[src/rtl/mem_access_seq_pkg.sv]
// Shared types and constants for the SLC-3 memory access sequencer.
package mem_seq_pkg;

    typedef enum logic [1:0] {
        IDLE   = 2'd0,
        ADDR   = 2'd1,
        ACCESS = 2'd2,
        FINISH = 2'd3
    } seq_state_t;

    localparam logic REQ_CPU = 1'b0;   // ISDU control FSM
    localparam logic REQ_DBG = 1'b1;   // debug / IO loader

    localparam int WAIT_CYCLES_DEF = 2;

endpackage

[src/rtl/mem_access_seq_if.sv]
// Requester handshake plus datapath/SRAM control lines of the memory sequencer.
interface mem_access_seq_if;

    logic [1:0] Req;
    logic [1:0] We;
    logic [1:0] Ack;
    logic       Grant;
    logic       Busy;
    logic       LD_MAR;
    logic       LD_MDR;
    logic       MIO_EN;
    logic       Mem_CE_n;
    logic       Mem_OE_n;
    logic       Mem_WE_n;

    // Requester / environment side
    modport master (
        output Req, We,
        input  Ack, Grant, Busy, LD_MAR, LD_MDR, MIO_EN,
               Mem_CE_n, Mem_OE_n, Mem_WE_n
    );

    // Sequencer side
    modport slave (
        input  Req, We,
        output Ack, Grant, Busy, LD_MAR, LD_MDR, MIO_EN,
               Mem_CE_n, Mem_OE_n, Mem_WE_n
    );

endinterface

[src/rtl/mem_access_seq_rr_arbiter_2.sv]
// Two-way round-robin arbiter; Ptr is the requester granted last and loses ties.
module rr_arbiter_2 (
    input  logic [1:0] Req,
    input  logic       Ptr,
    output logic       Winner,
    output logic       Valid
);

    // Pick the winner; on a tie the requester not granted last wins
    always_comb begin
        Valid = |Req;
        if (Req == 2'b11) begin
            Winner = ~Ptr;
        end else begin
            Winner = Req[1];
        end
    end

endmodule

[src/rtl/mem_access_seq.sv]
// SLC-3 memory access sequencer: arbitrates two requesters and drives
// MAR/MDR loads, MIO_EN and the SRAM strobes with a fixed wait-state count.
//
//   state  | meaning
//   -------+------------------------------------------------------------
//   IDLE   | no transaction; arbitrate pending requests
//   ADDR   | load MAR (and MDR from bus for writes), arm wait counter
//   ACCESS | SRAM strobes active for WAIT_CYCLES cycles
//   FINISH | capture read data into MDR / release WE_n for hold; Ack
module mem_access_seq
    import mem_seq_pkg::*;
#(
    parameter int WAIT_CYCLES = WAIT_CYCLES_DEF,
    parameter int CNT_W       = 4
) (
    input  logic             Clk,
    input  logic             Reset,
    mem_access_seq_if.slave  bus
);

    localparam logic [CNT_W-1:0] WAIT_LOAD = CNT_W'(WAIT_CYCLES - 1);

    seq_state_t       state;
    seq_state_t       state_nxt;
    logic             grant_q;
    logic             is_write;
    logic             rr_ptr;
    logic [CNT_W-1:0] wait_cnt;
    logic             cnt_tc;
    logic             arb_winner;
    logic             arb_valid;
    logic             grant_en;

    rr_arbiter_2 u_arb (
        .Req    (bus.Req),
        .Ptr    (rr_ptr),
        .Winner (arb_winner),
        .Valid  (arb_valid)
    );

    assign grant_en = (state == IDLE) && arb_valid;
    assign cnt_tc   = (wait_cnt == '0);

    // State register
    always_ff @(posedge Clk) begin
        if (!Reset) begin
            state <= IDLE;
        end else begin
            state <= state_nxt;
        end
    end

    // Latch owner, transaction type and round-robin pointer on each grant
    always_ff @(posedge Clk) begin
        if (!Reset) begin
            grant_q  <= REQ_CPU;
            rr_ptr   <= REQ_DBG;
            is_write <= 1'b0;
        end else if (grant_en) begin
            grant_q  <= arb_winner;
            rr_ptr   <= arb_winner;
            is_write <= bus.We[arb_winner];
        end
    end

    // Wait-state down-counter: armed in ADDR, terminal count ends ACCESS
    always_ff @(posedge Clk) begin
        if (!Reset) begin
            wait_cnt <= '0;
        end else if (state == ADDR) begin
            wait_cnt <= WAIT_LOAD;
        end else if ((state == ACCESS) && !cnt_tc) begin
            wait_cnt <= wait_cnt - CNT_W'(1);
        end
    end

    // Next-state decode
    always_comb begin
        state_nxt = state;
        case (state)
            IDLE:    if (arb_valid) state_nxt = ADDR;
            ADDR:    state_nxt = ACCESS;
            ACCESS:  if (cnt_tc) state_nxt = FINISH;
            FINISH:  state_nxt = IDLE;
            default: state_nxt = IDLE;
        endcase
    end

    // Moore output decode from state, owner and transaction type
    always_comb begin
        bus.Ack      = 2'b00;
        bus.Grant    = grant_q;
        bus.Busy     = (state != IDLE);
        bus.LD_MAR   = 1'b0;
        bus.LD_MDR   = 1'b0;
        bus.MIO_EN   = 1'b0;
        bus.Mem_CE_n = 1'b1;
        bus.Mem_OE_n = 1'b1;
        bus.Mem_WE_n = 1'b1;
        case (state)
            ADDR: begin
                bus.LD_MAR = 1'b1;
                bus.LD_MDR = is_write;
            end
            ACCESS: begin
                bus.Mem_CE_n = 1'b0;
                bus.Mem_OE_n = is_write;
                bus.Mem_WE_n = ~is_write;
            end
            FINISH: begin
                // Writes drop WE_n here with CE_n still low for data hold
                bus.Mem_CE_n = 1'b0;
                bus.Mem_OE_n = is_write;
                bus.LD_MDR   = ~is_write;
                bus.MIO_EN   = ~is_write;
                bus.Ack      = (grant_q == REQ_DBG) ? 2'b10 : 2'b01;
            end
            default: ;
        endcase
    end

endmodule

[src/flat_wrapper.sv]
// flat-port wrapper written by rule: the top's interface ports become plain ports
module mem_access_seq_flat import mem_seq_pkg::*;
#(
    parameter int WAIT_CYCLES = WAIT_CYCLES_DEF,
    parameter int CNT_W       = 4
)
  (Clk, Reset, bus_Req, bus_We, bus_Ack, bus_Grant, bus_Busy, bus_LD_MAR, bus_LD_MDR, bus_MIO_EN, bus_Mem_CE_n, bus_Mem_OE_n, bus_Mem_WE_n);
  mem_access_seq_if bus_i ();
  input  logic Clk;
  input  logic Reset;
  input wire logic [$bits(bus_i.Req)-1:0] bus_Req;
  input wire logic [$bits(bus_i.We)-1:0] bus_We;
  output wire logic [$bits(bus_i.Ack)-1:0] bus_Ack;
  output wire logic [$bits(bus_i.Grant)-1:0] bus_Grant;
  output wire logic [$bits(bus_i.Busy)-1:0] bus_Busy;
  output wire logic [$bits(bus_i.LD_MAR)-1:0] bus_LD_MAR;
  output wire logic [$bits(bus_i.LD_MDR)-1:0] bus_LD_MDR;
  output wire logic [$bits(bus_i.MIO_EN)-1:0] bus_MIO_EN;
  output wire logic [$bits(bus_i.Mem_CE_n)-1:0] bus_Mem_CE_n;
  output wire logic [$bits(bus_i.Mem_OE_n)-1:0] bus_Mem_OE_n;
  output wire logic [$bits(bus_i.Mem_WE_n)-1:0] bus_Mem_WE_n;
  assign bus_i.Req = bus_Req;
  assign bus_i.We = bus_We;
  assign bus_Ack = bus_i.Ack;
  assign bus_Grant = bus_i.Grant;
  assign bus_Busy = bus_i.Busy;
  assign bus_LD_MAR = bus_i.LD_MAR;
  assign bus_LD_MDR = bus_i.LD_MDR;
  assign bus_MIO_EN = bus_i.MIO_EN;
  assign bus_Mem_CE_n = bus_i.Mem_CE_n;
  assign bus_Mem_OE_n = bus_i.Mem_OE_n;
  assign bus_Mem_WE_n = bus_i.Mem_WE_n;
  mem_access_seq #(.WAIT_CYCLES(WAIT_CYCLES), .CNT_W(CNT_W)) u_core (.Clk(Clk), .Reset(Reset), .bus(bus_i));
endmodule
[config.mk]
export PLATFORM = sky130hd
export DESIGN_NAME = mem_access_seq_flat
export DESIGN_NICKNAME = d
export VERILOG_FILES = /design/src/rtl/mem_access_seq_pkg.sv /design/src/rtl/mem_access_seq_if.sv /design/src/rtl/mem_access_seq_rr_arbiter_2.sv /design/src/rtl/mem_access_seq.sv /design/src/flat_wrapper.sv
export SDC_FILE = /design/constraint.sdc
export NUM_CORES = 1
export LEC_CHECK = 0
export CORE_AREA = 2 2 39 41
export DETAILED_ROUTE_END_ITERATION = 10
export DIE_AREA = 0 0 41 43
export MAX_ROUTING_LAYER = met4
export PLACE_DENSITY = 0.75
export SKIP_LAST_GASP = 1
export SLEW_MARGIN = 20
export SYNTH_ARGS = -nofsm -noshare
export SYNTH_HDL_FRONTEND = slang
export SYNTH_HIERARCHICAL = 1
export SYNTH_SLANG_ARGS = --single-unit
[constraint.sdc]
create_clock -name Clk -period 2 [get_ports Clk]
set_clock_uncertainty 0.05 [all_clocks]
set_input_delay 0.4 -clock Clk [delete_from_list [all_inputs] [get_ports Clk]]
set_output_delay 0.4 -clock Clk [all_outputs]
set_load 0.03 [all_outputs]
==> results of run 1 <==
## synthesized netlist by cell type (2+ instances only)
cell type	n	share of area, %
mux2i_1	3	5.8
inv_1	6	4.3
nand3_1	2	1.9
dfxtp_1	9	35
a21oi_1	5	4.8
nand2_1	8	5.8
nor2b_1	2	2.4
nor2_1	3	2.2
ha_1	5	12
## path summary, 6_finish.rpt
check	cells after the start	end	from	slack [ps]
max	4	bus_Busy	u_core/state[0]	130
min	2	u_core/rr_ptr	u_core/rr_ptr	430
max reg2reg	5	u_core/state[0]	u_core/wait_cnt[0]	350
min reg2reg	2	u_core/rr_ptr	u_core/rr_ptr	430
## what timing repair did
item / CTS / global route
endpoints found under the setup margin: 8 / 6
setup buffers: 0 / 0
hold buffers: 0 / 0
gates resized for setup: 9 / 11
## layout by cell type (no fill, tap or decap), types with 2 or more instances in the layout
cell             count
a21oi_1              5
buf_4                5
clkbuf_2             6
clkbuf_4             3
clkdlybuf4s50_1      6
dfxtp_1              9
dlygate4sd2_1        2
ha_1                 5
inv_1                6
mux2i_1              3
nand2_1              8
nand3_1              2
nor2_1               3
nor2b_1              2
## per-stage QoR
| step | hold WS (ps) | util, % | std cells |
|---|---|---|---|
| final | 431 | 51.0 | 98 |
| after global routing | 460 | 51.0 | 98 |
| after CTS | 434 | 52.7 | 98 |
| after detailed placement | 417 | 51.4 | 94 |
| after global placement | 415 | 51.4 | 94 |
| after floorplan | 388 | - | 60 |
## report_power, final
part	internal [mW]	total, mW	leakage, nW	switching, mW
combinational	0.263	0.628	0.243	0.366
sequential	0.231	0.273	0.0739	0.0427
clock	0.0770	0.143	0.0150	0.0655
## flip-flops by register name (all words and copies together) (netlist names)
register,flops
u_core/bus.Grant,1
u_core/is_write,1
u_core/rr_ptr,1
u_core/state,2
u_core/wait_cnt,4
## metal layers
layer  part of all wire (%)  wire (um)  GRT usage (%)  up-vias
met5                      0          0              -        -
met4                    3.7         40           12.0        0
met3                    5.1         55           9.42        4
met2                     52        556           25.3       11
met1                     39        421           14.9      221
li1                       -          -              -      252
## final cells by class
cell class | count | share of cell area (%)
multi-input combinational | 44 | 44.1
sequential | 9 | 25.5
timing repair buffer | 19 | 20.6
clock buffer | 4 | 3.72
inverter | 6 | 3.19
tap | 16 | 2.84
## critical path, stage by stage, from the launching register on
cell           delay [ps]
dfxtp_1               380
inv_1                  80
ha_1                  210
inv_1                  70
dlygate4sd2_1         410
## logic make-up (layout without fill, tap and decap cells)
logic type | after synthesis | in the layout | share of synthesized area (%)
adder cells (fa/ha/maj) | 5 | 5 | 12.1
flip-flops | 9 | 9 | 34.8
AO/OA/AOI/OAI | 11 | 11 | 15.0
buffers and inverters | 7 | 29 | 5.07
multiplexers | 3 | 3 | 5.80
AND/OR/NAND/NOR | 25 | 25 | 27.3
==> summary.txt, run 1 <==
Synth
  • Post-Syn Area: 518 sq um
  • Synth warn: 6
  • Synth Net Count: 71
  • Synth Instances: 60
  • Number of synthesized flops with an enable pin: 0
  • Synth unique cells: 26
  • Yosys reg bits: 9
  • Post-synth top flop: dfxtp_1
  • Synthesized area per cell: 8.63 sq um
  • Sequential area share after synthesis: 34.8%
  • Async SR Flop Fraction: 0%

Timing
  • Setup Total Neg Slack: 0 ps
  • Final period utilization: 93.4%
  • Worst-Margin Slew: 361 ps
  • Slew Limit Fails: 0
  • Endpoints failing hold: 0
  • Fin crit period: 1870 ps
  • Max Freq: 536 MHz
  • PnR worst setup slack: 133 ps
  • Worst slew margin: 75.6%
  • Final setup fails: 0
  • RSZ-0062 raised after global routing: false

Worst setup path
  • Worst EP arrival: 1420 ps
  • Setup crit end kind: primary output
  • Critical Path RT: 1550 ps
  • CP startpoint kind: flop
  • CP Max Fanout: 4
  • WS Path Type: flop to primary output

Routing
  • Post-route ant nets: 0
  • Routed WL: 1070 um
  • WL per Instance: 10.9 um
  • Drt pass-1 iters: 4
  • Via count: 488
  • Drt initial violations: 4
  • Post-route DRC: 0
  • DR vias/cell: 4.98

Die
  • FP Rows: 14
  • Die width: 41 um
  • Die Y-Extent: 43 um
  • Initial Utilization: 37.4%
  • Die area: 1760 sq um
  • Total I/O pin count: 16
  • Core Region: 1380 sq um

Finish
  • N_diodes: 0
  • Fraction of layout cells with a size suffix above 1: 23.2%
  • Footprint of the multi-input gates: 312 sq um
  • Fillers: 133
  • P&R area growth vs syn: 36.2%
  • Register area: 180 sq um
  • Fin nets: 94
  • Final instance area: 706 sq um

Worst hold path
  • Hold Crit Class: flop to flop

Clocking
  • Clk Latency, worst-skew pair: 260 ps
  • H-tree level count: 1
  • Clock sink total: 9
  • Clock root cell: clkbuf_4
  • Clock Path Buffers: 2
  • CTS buffer count: 3
  • CTS tree: yes
  • Worst-path clk slew: 60 ps

Placed design
  • Area post-placement: 712 sq um
  • Post-detail-place hpwl: 868 um
  • Port Buffers: 15
  • Setup slack at placement: -2.63 ps
  • Gp weighted congestion: 0.823

Run status
  • Status: complete, no violations

Power
  • Power, Total: 1.04 mW
  • Leakage: 0.332 nW
  • Pwr/cell area: 1480 nW/um^2
  • Maximum VDD drop: 0.587 mV

Run
  • Max Cap Violations: 0

Global route
  • Largest net degree at the start of global routing: 10
  • Global-route wire length before repair: 1810 um
  • GRT Total Usage: 16.8%
  • Vias in the first global route: 475
  • Global route overflow: 0
  • Initial antenna violation count: 0
No activity file was read; power rests on OpenSTA's default activity.
==> inputs of run 2 (changes only) <==
--- a/config.mk
+++ b/config.mk
@@ -8,6 +8,7 @@
 export CORE_AREA = 2 2 39 41
 export DETAILED_ROUTE_END_ITERATION = 10
 export DIE_AREA = 0 0 41 43
+export GPL_ROUTABILITY_DRIVEN = 0
 export MAX_ROUTING_LAYER = met4
 export PLACE_DENSITY = 0.75
 export SKIP_LAST_GASP = 1
==> results of run 2 <==
The final DEF is identical to that of run 1; final timing and power are the same.
==> inputs of run 3 (changes only) <==
--- a/config.mk
+++ b/config.mk
@@ -9,6 +9,7 @@
 export DETAILED_ROUTE_END_ITERATION = 10
 export DIE_AREA = 0 0 41 43
 export GPL_ROUTABILITY_DRIVEN = 0
+export HOLD_SLACK_MARGIN = 0.06
 export MAX_ROUTING_LAYER = met4
 export PLACE_DENSITY = 0.75
 export SKIP_LAST_GASP = 1
==> constraint.sdc (replaced) <==
create_clock -name Clk -period 1.75 [get_ports Clk]
set_clock_uncertainty 0.05 [all_clocks]
set_input_delay 0.35 -clock Clk [delete_from_list [all_inputs] [get_ports Clk]]
set_output_delay 0.35 -clock Clk [all_outputs]
set_load 0.03 [all_outputs]
==> summary.txt, run 3 (synthesis results as in run 1) <==
Timing
  • RSZ-0062 raised after global routing: true
  • Final period utilization: 97.7%
  • Endpoints failing hold: 0 (unchanged)
  • PnR worst setup slack: 39.8 ps (-93.1 ps)
  • Fin crit period: 1710 ps
  • Slew Limit Fails: 0 (unchanged)
  • Worst-Margin Slew: 365 ps (+3.72 ps)
  • Final setup fails: 0 (unchanged)
  • Max Freq: 585 MHz
  • Setup Total Neg Slack: 0 ps (unchanged)
  • Worst slew margin: 75.3% (-0.25 points)

Die
  • Total I/O pin count: 16 (unchanged)
  • Initial Utilization: 37.4% (unchanged)
  • Core Region: 1380 sq um (unchanged)
  • Die Y-Extent: 43 um (unchanged)
  • Die area: 1760 sq um (unchanged)
  • Die width: 41 um (unchanged)
  • FP Rows: 14 (unchanged)

Worst setup path
  • Reg2reg setup slack: 100 ps (-250 ps)
  • CP Buf/Inv Count: 2 (-1)
  • FF-to-FF Start: u_core/wait_cnt[0]
  • Worst Setup SP: u_core/state[0]
  • CP Cell Sequence: inv_2, ha_4, nor2_2, or2_2, buf_4
  • Crit. path cell count: 5 (+1)
  • Worst setup path end: bus_Mem_OE_n
  • Worst EP arrival: 1310 ps (-110 ps)
  • Critical Path RT: 1350 ps (-200 ps)
  • CP startpoint kind: flop
  • R2r worst-path depth: 5 (unchanged)
  • Top delay family on crit path: flip-flops
  • Slowest cell delay on critical path: 360 ps (-50 ps)
  • WS Path Type: flop to primary output
  • Slowest cell on the critical path: dfxtp_2
  • Setup crit end kind: primary output
  • CP Max Fanout: 4 (unchanged)
  • FF-to-FF End: u_core/wait_cnt[0]

Clocking
  • CTS tree: yes
  • Clock root cell: clkbuf_4
  • Clock sink total: 9 (unchanged)
  • Hold_buf cts: 0 (unchanged)
  • Clock Path Buffers: 2 (unchanged)
  • Worst-path clk slew: 70 ps (about the same)
  • CTS buffer count: 3 (unchanged)
  • Post-CTS Setup Inserts: 0 (unchanged)
  • H-tree level count: 1 (unchanged)
  • Clk Latency, worst-skew pair: 260 ps (about the same)

Placed design
  • Post-detail-place hpwl: 863 um (-0.51%)
  • Setup slack at placement: 105 ps (+108 ps)
  • Port Buffers: 15 (unchanged)

Power
  • Net Sw Frac: 45.4% (about the same)
  • Maximum VDD drop: 0.836 mV (+42%)
  • Clock network fraction of total power: 12.5% (-1.1 points)
  • Internal power: 718 uW (+26%)
  • Switch Pwr: 596 uW (+26%)
  • Comb pwr share: 61.0% (+0.8 points)
  • Leakage: 0.351 nW (+5.7%)
  • Sequential power share: 26.4% (+0.2 points)
  • Pwr/cell area: 1710 nW/um^2 (+15%)

Global route
  • GRT Total Usage: 15.8% (-1.1 points)
  • Largest net degree at the start of global routing: 10 (unchanged)
  • Vias in the first global route: 452 (-4.8%)
  • Global-route wire length before repair: 1810 um (unchanged)
  • Global route overflow: 0 (unchanged)
  • Initial antenna violation count: 0 (unchanged)

Finish
  • P&R area growth vs syn: 48.6%
  • Fraction of layout cells with a size suffix above 1: 36.6% (+13 points)
  • Biggest regs: u_core/wait_cnt x4, u_core/state x2
  • N_diodes: 0 (unchanged)
  • Fillers: 123 (-7.5%)
  • Biggest register: u_core/wait_cnt
  • Most common cell after layout, fill and taps aside: buf_4
  • Fin nets: 94 (unchanged)
  • Max reg flops: 4 (unchanged)
  • Most frequent cells in the layout: 11 x buf_4, 8 x nand2_1, 7 x dfxtp_1

Routing
  • Routed WL: 1250 um (+16%)
  • Drt initial violations: 11 (+7)
  • Post-route ant nets: 0 (unchanged)
  • Via count: 492 (+0.82%)
  • Post-route DRC: 0 (unchanged)
  • DR vias/cell: 5.02 (+0.82%)
  • Drt pass-1 iters: 4 (unchanged)
  • WL per Instance: 12.7 um (+16%)

Worst hold path
  • Hold Crit Class: flop to flop

Run status
  • Status: complete, no violations

Run
  • Max Cap Violations: 0 (unchanged)
## run 3: changes by cell type in the layout (fill, tap and decap cells not counted), moves of 2 or more
cell,previous run,this run
ha_4,0,2
inv_2,0,2
clkbuf_2,6,0
ha_1,5,2
dfxtp_1,9,7
buf_4,5,11
inv_1,6,4
## run 3: area by class of cell
type	count	area [sq um]	share of cell area (%)
multi-input cells	44	350	45.5
flip-flops and latches	9	185	24.1
repair buffers	19	165	21.5
clock buffers	4	26.3	3.41
inverters	6	22.5	2.93
well taps	16	20.0	2.60
## run 3: how the worst min path moves through the flow
stage / cells past startpoint / start / to / slack, ps
finish: 2 / u_core/rr_ptr / u_core/rr_ptr / 440
floorplan: 1 / Reset / u_core/rr_ptr / 370
global placement: 2 / u_core/rr_ptr / u_core/rr_ptr / 410
detailed placement: 2 / u_core/rr_ptr / u_core/rr_ptr / 430
CTS: 2 / u_core/state[1] / u_core/state[1] / 440
global route: 2 / u_core/rr_ptr / u_core/rr_ptr / 460
## run 3: power by group through the flow
stage	combinational, mW	clock, mW	sequential [mW]
2_1_floorplan	0.497	0	0.314
3_3_place_gp	0.745	0	0.314
3_5_place_dp	0.751	0	0.319
4_1_cts	0.750	0.166	0.320
5_1_grt	0.859	0.180	0.355
6_report	0.802	0.165	0.348
## run 3: routing by layer
metal / part of all wire (%) / track usage (%)
met5: 0 / -
met4: 0.80 / 10.0
met3: 2.5 / 1.57
met2: 52 / 23.4
met1: 45 / 19.4
## run 3: through the flow
stage	power, mW	hold WS [ps]	instances	area (sq um)	util, %
2_1_floorplan	0.811	372	60	520	-
3_5_place_dp	1.07	428	94	697	50.4
3_3_place_gp	1.06	407	94	697	50.4
6_report	1.31	442	98	769	55.6
5_1_grt	1.39	455	98	769	55.6
4_1_cts	1.24	435	98	731	52.8
## run 3: tightest hold or removal path, cell delays in order (launching register included)
cell and delay [ps]:
dfxtp_1 320, nand2_1 60, nand3_1 70
## run 3: timing repair
action / CTS / global route
setup endpoints to repair: 3 / 6
gates resized for setup: 5 / 10
hold endpoints to repair: 0 / 0
pin swaps: 1 / 1
